==> src/rtl/led_pattern_scheduler_if.sv <==
// Bundle between the requesting logic and the LED pattern scheduler.
// The master side drives requests and patterns; the slave side returns grants, status and LED drive.
interface led_pattern_scheduler_if #(
    parameter int NREQ    = 3,
    parameter int PAT_LEN = 8
);
    logic [NREQ-1:0]           REQ;
    logic [NREQ*2*PAT_LEN-1:0] PAT;
    logic [NREQ-1:0]           GNT;
    logic                      DONE;
    logic                      BUSY;
    logic                      STEP_STROBE;
    logic                      LED1;
    logic                      LED2;

    modport master (
        output REQ, PAT,
        input  GNT, DONE, BUSY, STEP_STROBE, LED1, LED2
    );

    modport slave (
        input  REQ, PAT,
        output GNT, DONE, BUSY, STEP_STROBE, LED1, LED2
    );
endinterface

==> src/rtl/led_pattern_scheduler.sv <==
// Plays fixed-length two-LED patterns at a slow step rate, sharing the LEDs between
// requesters through non-preemptive round-robin arbitration.
module led_pattern_scheduler #(
    parameter int CLK_HZ  = 100000000,
    parameter int STEP_HZ = 8,
    parameter int PAT_LEN = 8,
    parameter int NREQ    = 3
) (
    input  logic                          CLK,
    input  logic                          RST_N,
    led_pattern_scheduler_if.slave        bus
);
    localparam int DIV = CLK_HZ / STEP_HZ;
    localparam int PW  = (DIV > 1) ? $clog2(DIV) : 1;
    localparam int IW  = $clog2(PAT_LEN);
    localparam int RW  = (NREQ > 1) ? $clog2(NREQ) : 1;
    localparam int SW  = 2 * PAT_LEN;

    typedef enum logic {IDLE, PLAY} state_t;

    state_t          state_q, state_d;
    logic [PW-1:0]   presc_q, presc_d;
    logic [IW-1:0]   idx_q, idx_d;
    logic [RW-1:0]   ptr_q, ptr_d;
    logic [SW-1:0]   pat_q, pat_d;
    logic [NREQ-1:0] gnt_q, gnt_d;
    logic            done_q, done_d;

    logic [SW-1:0]   pat_slice [NREQ];
    logic [RW-1:0]   winner;
    logic            found;
    int              cand;
    logic            step_last;
    logic            idx_last;

    for (genvar gi = 0; gi < NREQ; gi++) begin : g_slice
        assign pat_slice[gi] = bus.PAT[gi*SW +: SW];
    end

    // First set request at or above the pointer, wrapping at NREQ.
    always_comb begin
        winner = '0;
        found  = 1'b0;
        cand   = 0;
        for (int i = 0; i < NREQ; i++) begin
            cand = int'(ptr_q) + i;
            if (cand >= NREQ) cand = cand - NREQ;
            if (!found && bus.REQ[cand]) begin
                found  = 1'b1;
                winner = RW'(cand);
            end
        end
    end

    assign step_last = (presc_q == PW'(DIV - 1));
    assign idx_last  = (idx_q == IW'(PAT_LEN - 1));

    always_comb begin
        state_d = state_q;
        presc_d = presc_q;
        idx_d   = idx_q;
        ptr_d   = ptr_q;
        pat_d   = pat_q;
        gnt_d   = '0;
        done_d  = 1'b0;
        case (state_q)
            IDLE: begin
                if (found) begin
                    state_d       = PLAY;
                    presc_d       = '0;
                    idx_d         = '0;
                    ptr_d         = (winner == RW'(NREQ - 1)) ? '0 : winner + 1'b1;
                    pat_d         = pat_slice[winner];
                    gnt_d[winner] = 1'b1;
                end
            end
            PLAY: begin
                if (step_last) begin
                    presc_d = '0;
                    if (idx_last) begin
                        state_d = IDLE;
                        idx_d   = '0;
                        done_d  = 1'b1;
                    end else begin
                        idx_d = idx_q + 1'b1;
                    end
                end else begin
                    presc_d = presc_q + 1'b1;
                end
            end
            default: state_d = IDLE;
        endcase
    end

    always_ff @(posedge CLK) begin
        if (!RST_N) begin
            state_q <= IDLE;
            presc_q <= '0;
            idx_q   <= '0;
            ptr_q   <= '0;
            pat_q   <= '0;
            gnt_q   <= '0;
            done_q  <= 1'b0;
        end else begin
            state_q <= state_d;
            presc_q <= presc_d;
            idx_q   <= idx_d;
            ptr_q   <= ptr_d;
            pat_q   <= pat_d;
            gnt_q   <= gnt_d;
            done_q  <= done_d;
        end
    end

    // LEDs decode straight from the latched pattern so step 0 shows alongside GNT.
    assign bus.GNT         = gnt_q;
    assign bus.DONE        = done_q;
    assign bus.BUSY        = (state_q == PLAY);
    assign bus.STEP_STROBE = (state_q == PLAY) && step_last;
    assign bus.LED1        = (state_q == PLAY) && pat_q[{idx_q, 1'b0}];
    assign bus.LED2        = (state_q == PLAY) && pat_q[{idx_q, 1'b1}];
endmodule

==> src/flat_wrapper.sv <==
// flat-port wrapper written by rule: the top's interface ports become plain ports
module led_pattern_scheduler_flat 
#(
    parameter int CLK_HZ  = 100000000,
    parameter int STEP_HZ = 8,
    parameter int PAT_LEN = 8,
    parameter int NREQ    = 3
)
  (CLK, RST_N, bus_REQ, bus_PAT, bus_GNT, bus_DONE, bus_BUSY, bus_STEP_STROBE, bus_LED1, bus_LED2);
  led_pattern_scheduler_if #(.NREQ(NREQ), .PAT_LEN(PAT_LEN)) bus_i ();
  input  logic CLK;
  input  logic RST_N;
  input wire logic [$bits(bus_i.REQ)-1:0] bus_REQ;
  input wire logic [$bits(bus_i.PAT)-1:0] bus_PAT;
  output wire logic [$bits(bus_i.GNT)-1:0] bus_GNT;
  output wire logic [$bits(bus_i.DONE)-1:0] bus_DONE;
  output wire logic [$bits(bus_i.BUSY)-1:0] bus_BUSY;
  output wire logic [$bits(bus_i.STEP_STROBE)-1:0] bus_STEP_STROBE;
  output wire logic [$bits(bus_i.LED1)-1:0] bus_LED1;
  output wire logic [$bits(bus_i.LED2)-1:0] bus_LED2;
  assign bus_i.REQ = bus_REQ;
  assign bus_i.PAT = bus_PAT;
  assign bus_GNT = bus_i.GNT;
  assign bus_DONE = bus_i.DONE;
  assign bus_BUSY = bus_i.BUSY;
  assign bus_STEP_STROBE = bus_i.STEP_STROBE;
  assign bus_LED1 = bus_i.LED1;
  assign bus_LED2 = bus_i.LED2;
  led_pattern_scheduler #(.CLK_HZ(CLK_HZ), .STEP_HZ(STEP_HZ), .PAT_LEN(PAT_LEN), .NREQ(NREQ)) u_core (.CLK(CLK), .RST_N(RST_N), .bus(bus_i));
endmodule
==> config.mk <==
export PLATFORM = sky130hd
export DESIGN_NAME = led_pattern_scheduler_flat
export DESIGN_NICKNAME = d
export VERILOG_FILES = /design/src/rtl/led_pattern_scheduler_if.sv /design/src/rtl/led_pattern_scheduler.sv /design/src/flat_wrapper.sv
export SDC_FILE = /design/constraint.sdc
export NUM_CORES = 1
export LEC_CHECK = 0
export ABC_CLOCK_PERIOD_IN_PS = 5000
export BUFFER_PORTS_ARGS = -buffer_cell sky130_fd_sc_hd__buf_2
export CORE_MARGIN = 2
export CORE_UTILIZATION = 45
export DETAILED_ROUTE_END_ITERATION = 12
export PLACE_DENSITY = 0.65
export SLEW_MARGIN = 20
export SYNTH_ARGS = -nofsm -noshare
export SYNTH_HDL_FRONTEND = slang
export SYNTH_SLANG_ARGS = --single-unit
==> constraint.sdc <==
create_clock -name CLK -period 5 [get_ports CLK]
set_input_delay 0.25 -clock CLK [delete_from_list [all_inputs] [get_ports CLK]]
set_output_delay 0.25 -clock CLK [all_outputs]
set_load 0.02 [all_outputs]
; After elaboration in Yosys (flattened, before gate mapping)
; Index checks and enable logic that the tools add are counted.
[totals]
reg_bits = 50
word_cells = 87
out_inout_bits = 8
inputBits = 53
[classes]
n_mux = 40
magnitude_cmp = 11
bitwise = 4
eq_ne = 5
addsub = 8
reduce_logical = 12
[ops]
columns = op, count
row1 = $lt A32 B4 Y1 const B, 3
row2 = $mux W32, 3
row3 = $ge A32 B3 Y1 const B, 2
row4 = $sub A32 B3 Y32 const B, 2
row5 = $mux W24, 2
row6 = $pmux W24 S2, 1
row7 = $bmux W16 S2, 1
row8 = $mux W16, 2
row9 = $add A24 B1 Y24 const B, 1
row10 = $eq A24 B24 Y1 const B, 1
row11 = $mux W1, 16
row12 = $lt A4 B5 Y1 const B, 2
row13 = $mux W3, 3
row14 = $mux W2, 4
row15 = $bmux W1 S2, 3
row16 = $bmux W1 S3, 2
row17 = $logic_and A1 B1 Y1, 6
row18 = $pmux W3 S2, 1
row19 = $reduce_and A2 Y1, 2
row20 = $add A2 B1 Y3 const B, 1
row21 = $add A2 B2 Y3 const B, 1
row22 = $add A3 B1 Y3 const B, 1
row23 = $eq A3 B3 Y1 const B, 1
row24 = $ge A3 B3 Y1 const B, 1
row25 = 15 further kinds, 18

; Longest topological paths before layout
; Gate-level depths: netlist (run 1).
[depth]
word_depth = 16
depth_mapped = 11
depth_no_buf = 8

; Worst setup path before layout (run 1)
; No wires, ideal clock.
[synth_path]
path_kind = reg2reg
startpoint = reg u_core.ptr_q[0]
endpoint = reg u_core.pat_q[0]
arrival_ns = 2.104
period_less_slack_ns = 2.226
path_buffers = 3
required_ns = 4.878
path_slack_ns = 2.774
setup_time_ns = 0.122
path_stages_with_launch = 11
cell_sequence = dfxtp_1 -> inv_1 -> ha_1 -> buf_4 -> and3b_1 -> o21bai_4 -> o311a_1 -> buf_6 -> buf_8 -> a32oi_1 -> o21ai_1
[synth_via]
elab_chain_len = 16
elab_cells_between_ends = 35
cone_classes = 5 x add/sub / 3 x order compare / 21 x mux / 1 x bitwise / 5 x reduce/logical
[synth_rtl]
columns = element, line
row1 = from (decl), led_pattern_scheduler.sv:24  ; logic [RW-1:0] ptr_q, ptr_d;
row2 = from (signal assigned), led_pattern_scheduler.sv:108  ; ptr_q <= ptr_d;
row3 = branches (longest 16 deep; another with $sub A32 B3 Y32), --
row4 = to (signal assigned), led_pattern_scheduler.sv:109  ; pat_q <= pat_d;
row5 = to (decl), led_pattern_scheduler.sv:25  ; logic [SW-1:0] pat_q, pat_d;
; Several ways; the timed one is not identified. The select of a mux whose other input is x is not followed.
; A chain may end at the register's enable or synchronous reset.

; Worst setup path after layout (run 1)
[layout_path]
startpoint = reg u_core.ptr_q[0]
endpoint = reg u_core.ptr_q[0]
[layout_via]
elab_chain_len = 14
elab_cells_between_ends = 34
cone_classes = 6 x add/sub / 3 x order compare / 1 x eq/ne / 19 x mux / 5 x reduce/logical
[layout_rtl]
columns = element
row1 = branches (longest 14 deep; another with $sub A32 B3 Y32)
; Several ways; the timed one is not identified. The select of a mux whose other input is x is not followed.

==> results.toml, run 1 <==
[critical_path]
crit_fanout = 18
critPathKind = "reg2reg"
regToRegStartpoint = "u_core.ptr_q[0]"
r2r_end = "u_core.ptr_q[0]"
endpoint = "u_core.ptr_q[0]"
end_kind = "flip-flop"
r2r_slack_ns = 2.20
crit_path_start = "u_core.ptr_q[0]"
reg2reg_depth = 8
startpoint_type = "flip-flop"
required_ns = 5.25
arrival_ns = 3.04

[yosys]
synth.top_cell.area_share_pct = 34.77
syn_inst = 311
synth-edff-count = 0
synth-seq-cells = 50
synth_cell_types = 57
avgSynthCellArea_um2 = 9.257
yosys-top-cells-count = "dfxtp_1, o21ai_0, mux2i_1, nand2_1, a32oi_1"
synthFlopType = "dfxtp_1"
yosysSeqAreaShare_pct = 34.77
synth_top_area_cell = "dfxtp_1"
syn_nets = 371
netlist_top_cells_area = "dfxtp_1, mux2i_1, o21ai_0, a32oi_1, mux4_2"
yosysMostFrequentCell = "dfxtp_1"
synth.cell_area_um2 = 2879
ys_warn_count = 0
async_flop_share_pct = 0

[clocking]
cts-root-buf = "clkbuf_8"
cts_resized = 0
cts_tree = "built"
clk_path_buf_depth = 2
cts_hold_buf = 0
path_clk_slew_ns = 0.08
cts_setup_buffers = 0
clk_latency_ns = 0.30
cts-buffers-inserted = 5
clock-sinks = 50
cts_htree_levels = 2

[detailed_routing]
via_per_inst = 5.756
vias = 2504
ant_nets = 0
first_iter_violations = 59
first_pass_iters = 4
drc_errors = 0
wirelength_um = 6269
routedWlPerCell_um = 14.41

[power]
power.total_mw = 1.301
power_density_nw_per_um2 = 403.8
ir_worst_vdd_mv = 0.2505
leakagePower_nw = 1.273

[grt]
antenna_found_initial = 0
grtUsageMet2_pct = 31.27
grt_pass1_wl_um = 10990
busiest_layer = "met2"
globalRouteMet1Util_pct = 24.44
grt_overflow = 0
grt_pass1_vias = 2405
track_usage_pct = 18.86
met3_usage_pct = 3.956
grt_max_degree = 23

[floorplanning]
die_w_um = 83.99
die-area_um2 = 7053
start_util_pct = 45.86
core_area_um2 = 6277
io_pins = 61
die_h_um = 83.99
num_rows = 29

[timing]
skew_ns = 0.01014
fin_setup_tns_ns = 0
fin_crit_sh_pct = 55.93
hold_viol_final = 0
tightestPinTransition_ns = 1.038
rsz0062_at_grt = "false"
setup_viol = 0
fmax_ghz = 0.3576
max_slew_margin_pct = 30.78
whs_ns = 0.1851
slew_viol_final = 0
finalCriticalPeriod_ns = 2.797

[flow_run]
drv_cap = 0

[finish]
synthToLayoutAreaGrowth_pct = 11.86
num_antenna_cells = 0
nets = 418
drive_gt1_share_pct = 23.74

[worst_hold_path]
worstHoldPathType = "in2reg"
min_from = "bus_PAT[45]"

[placed_design]
place_congestion = 0.8861
hpwl_um = 4624
port_buffers = 60

[run_status]
outcome = "complete, no violations"
how the worst min path moves through the flow:
stage,cells past startpoint,end,slack [ns]
floorplan,2,u_core.pat_q[6],0.40
global placement,2,u_core.pat_q[12],0.45
detailed placement,2,u_core.pat_q[5],0.46
CTS,3,u_core.pat_q[13],0.18
global route,3,u_core.pat_q[13],0.18
finish,3,u_core.pat_q[13],0.19
per-layer routing:
layer  part of all wire, %  routed length, um
met1                    45               2818
met2                    49               3051
met3                   4.9                308
met4                   1.5                 91
met5                     0                  0
cells by family (layout without fill, tap and decap cells):
family,after synthesis,after routing,synth area share (%)
AOI/OAI and AO/OA,100,100,22.95
xor gates and xnor gates,4,4,1.217
adders and majority gates,7,7,3.042
buffers and inverters,28,75,6.215
DFF,50,50,34.77
muxes,29,29,12.86
and+or+nand+nor,93,93,18.95
stage by stage:
step	util [%]	std cells	setup slack, ns	instance area [um^2]
floorplan	-	311	2.774	2879
global placement	50.09	428	2.299	3144
detailed placement	50.09	428	2.206	3144
CTS	51.31	435	2.178	3221
global route	51.31	435	1.943	3221
finish	51.31	435	2.203	3221
power breakdown:
part,switching [mW],total [mW],internal (mW),leakage [nW]
clock network,0.128,0.225,0.0967,0.0383
registers,0.0366,0.492,0.455,0.407
logic,0.347,0.584,0.238,0.828
critical path, cell delays in order (launching register included):
cell,delay (ns)
dfxtp_1,0.38
inv_1,0.08
ha_1,0.50
and3b_1,0.29
o21bai_4,0.20
o311a_1,0.65
nand3_4,0.29
a21oi_1,0.24
a21o_1,0.10
state kept, by name, summed over array words and instances, names as in the netlist:
register,flops
u_core.presc_q,24
u_core.ptr_q,2
u_core.idx_q,3
u_core.pat_q,16
u_core.bus.BUSY,1
u_core.bus.GNT,3
u_core.bus.DONE,1
cell usage in the layout (no fill, tap or decap), drive strengths merged, types with 2 or more instances in the layout:
cell	count
buf	61
o41ai	2
nor2	13
o21ai	48
o31ai	4
mux2i	24
o211ai	2
nor4bb	2
nor3	5
or3	2
nand2b	3
dfxtp	50
clkbuf	7
and2	2
mux4	4
nor2b	4
o21bai	2
o21a	3
nand4	8
a31oi	6
xor2	3
a21oi	7
and3	4
and4	4
nand2	22
a21o	2
a32oi	16
nor4	4
nand3	15
ha	7
inv	7
a32o	2
area by class of cell:
class	instances	area (um^2)
Clock buffer	7	76.32
Fill cell	608	3057
Inverter	7	26.28
Multi-Input combinational cell	233	1713
Sequential cell	50	1001
Tap cell	77	96.34
Timing Repair Buffer	61	307.8
Note: power is estimated with default switching activity, not from simulation.
==> run 2, diff against run 1 <==
--- a/config.mk
+++ b/config.mk
@@ -5,12 +5,12 @@
 export SDC_FILE = /design/constraint.sdc
 export NUM_CORES = 1
 export LEC_CHECK = 0
-export ABC_CLOCK_PERIOD_IN_PS = 5000
+export ABC_CLOCK_PERIOD_IN_PS = 2400
 export BUFFER_PORTS_ARGS = -buffer_cell sky130_fd_sc_hd__buf_2
 export CORE_MARGIN = 2
 export CORE_UTILIZATION = 45
 export DETAILED_ROUTE_END_ITERATION = 12
-export PLACE_DENSITY = 0.65
+export PLACE_DENSITY = 0.67
 export SLEW_MARGIN = 20
 export SYNTH_ARGS = -nofsm -noshare
 export SYNTH_HDL_FRONTEND = slang
==> constraint.sdc (replaced) <==
create_clock -name CLK -period 2.4 [get_ports CLK]
set_input_delay 0.12 -clock CLK [delete_from_list [all_inputs] [get_ports CLK]]
set_output_delay 0.12 -clock CLK [all_outputs]
set_load 0.02 [all_outputs]
==> run 2 against run 1 <==
  * Combinational power grew to 2.5 times the previous value
  * Highest routed layer unchanged
  * Die area stayed put
  * Largest cell class unchanged
  * Clock-buffer cell count stayed put
  * Critical endpoint is now u_core.pat_q[10]
  * Via count is 4.3% higher
  * Sequential power is 110% higher
  * Hold slack worse by 0.14 ns
  * Power is 130% higher
==> results.toml, run 2 (synthesis gave the netlist of run 1 again) <==
[critical_path]
reg2reg_depth = 9
end_kind = "flip-flop"
crit_fanout = 17
required_ns = 2.59
path_cells = "inv_2, ha_4, mux2i_4, mux2i_4, buf_4, o311a_1, buf_4, a32oi_1, o21ai_0"
cp.depth = 9
arrival_ns = 2.40
worst-path-buf-inv = 3
critPathKind = "reg2reg"
crit_slowest_cell = "dfxtp_1"
cp_top_family = "compound AO/OA/AOI/OAI gates"
max_stage_delay_ns = 0.44
startpoint_type = "flip-flop"

[finish]
largest-register = "u_core.presc_q"
synthToLayoutAreaGrowth_pct = 19.17
design_area_um2 = 3431
nets = 431
num_antenna_cells = 0
top_regs = "u_core.presc_q (24), u_core.pat_q (16)"
drive_gt1_share_pct = 28.76
most-common-layout-cells = "buf_2, dfxtp_1, o21ai_0"
largest_reg_flops = 24
final_common_cell = "buf_2"

[timing]
setup_viol = 0
hold_viol_final = 0
finalCriticalPeriod_ns = 2.213
whs_ns = 0.04887
tightestPinTransition_ns = 0.4564
fmax_ghz = 0.4518
rsz0062_at_grt = "false"
fin_crit_sh_pct = 92.23
max_slew_margin_pct = 69.34
slew_viol_final = 0
timing.final.ws_setup_ns = 0.1865
skew_ns = 0.01020

[flow_run]
drv_cap = 0

[detailed_routing]
ant_nets = 0
vias = 2612
via_per_inst = 5.817
routedWlPerCell_um = 14.44
first_pass_iters = 4
drc_errors = 0
first_iter_violations = 85
wirelength_um = 6485

[power]
power_density_nw_per_um2 = 888.1
leakagePower_nw = 1.368
ir_worst_vdd_mv = 0.6483

[floorplanning]
num_rows = 29
io_pins = 61
die_w_um = 83.99
die-area_um2 = 7053
start_util_pct = 45.86
core_area_um2 = 6277
die_h_um = 83.99

[run_status]
outcome = "complete, no violations"

[clocking]
clock-sinks = 50
cts_tree = "built"
clk_latency_ns = 0.31
cts_hold_buf = 0
cts-root-buf = "clkbuf_8"
cts_htree_levels = 2
cts-buffers-inserted = 5
path_clk_slew_ns = 0.10
clk_path_buf_depth = 2

[placed_design]
hpwl_um = 4712
place_ws_ns = -0.1590
postPlaceCellArea_um2 = 3259
place_congestion = 0.8853
port_buffers = 60

[grt]
track_usage_pct = 19.03
antenna_found_initial = 0
grt_pass1_wl_um = 11160
grt_overflow = 0
grt_pass1_vias = 2468
grt_max_degree = 23

[worst_hold_path]
worstHoldPathType = "in2reg"
whs_path_depth = 3
[run 2: changes by cell type in the layout (fill, tap and decap cells not counted), sizes merged]
cell and delta:
buf +13, clkinv +1
[run 2: tightest hold or removal path, delay by kind of cell]
kind / cells / cell delay (ns)
compound gates: 2 / 0.13
buf+inv: 1 / 0.07
[run 2: metal layers]
metal	routed length, um	share of wire (%)	track usage [%]	vias to the layer above
li1	-	-	-	1302
met1	3002	46	24.71	1237
met2	3121	48	31.35	63
met3	250	3.9	3.858	10
met4	110	1.7	6.891	0
met5	0	0	0	-
[run 2: cell type report]
type                            instances  area [um^2]
Clock buffer                            7        96.34
Tap cell                               77        96.34
Sequential cell                        50         1002
Inverter                                7        26.28
Timing Repair Buffer                   74        442.9
Fill cell                             587         2846
Clock inverter                          1        8.758
Multi-Input combinational cell        233         1758
[run 2: worst paths after layout]
check,from,end,slack [ns]
max,u_core.ptr_q[1],u_core.pat_q[10],0.19
min,bus_PAT[32],u_core.pat_q[0],0.05
max reg2reg,u_core.ptr_q[1],u_core.pat_q[10],0.19
min reg2reg,u_core.presc_q[23],u_core.presc_q[23],0.48
[run 2: report_power, final]
part	total, mW	internal (mW)	switching (mW)
registers	1.03	0.949	0.0791
clock network	0.557	0.265	0.292
logic	1.46	0.682	0.780
[run 2: stage by stage]
step / power (mW) / utilization (%) / setup TNS (ns) / cells
after floorplan: 2.075 / - / 0 / 311
after global placement: 2.395 / 51.92 / -1.442 / 440
after detailed placement: 2.412 / 51.92 / -2.527 / 440
after CTS: 3.022 / 54.04 / 0 / 449
after global routing: 3.243 / 54.65 / 0 / 449
final: 3.047 / 54.65 / 0 / 449
[run 2: timing repair]
action	CTS	global route
buffers inserted	1	0
resized for setup	2	8
setup endpoints to repair	19	18
pin swaps	1	1
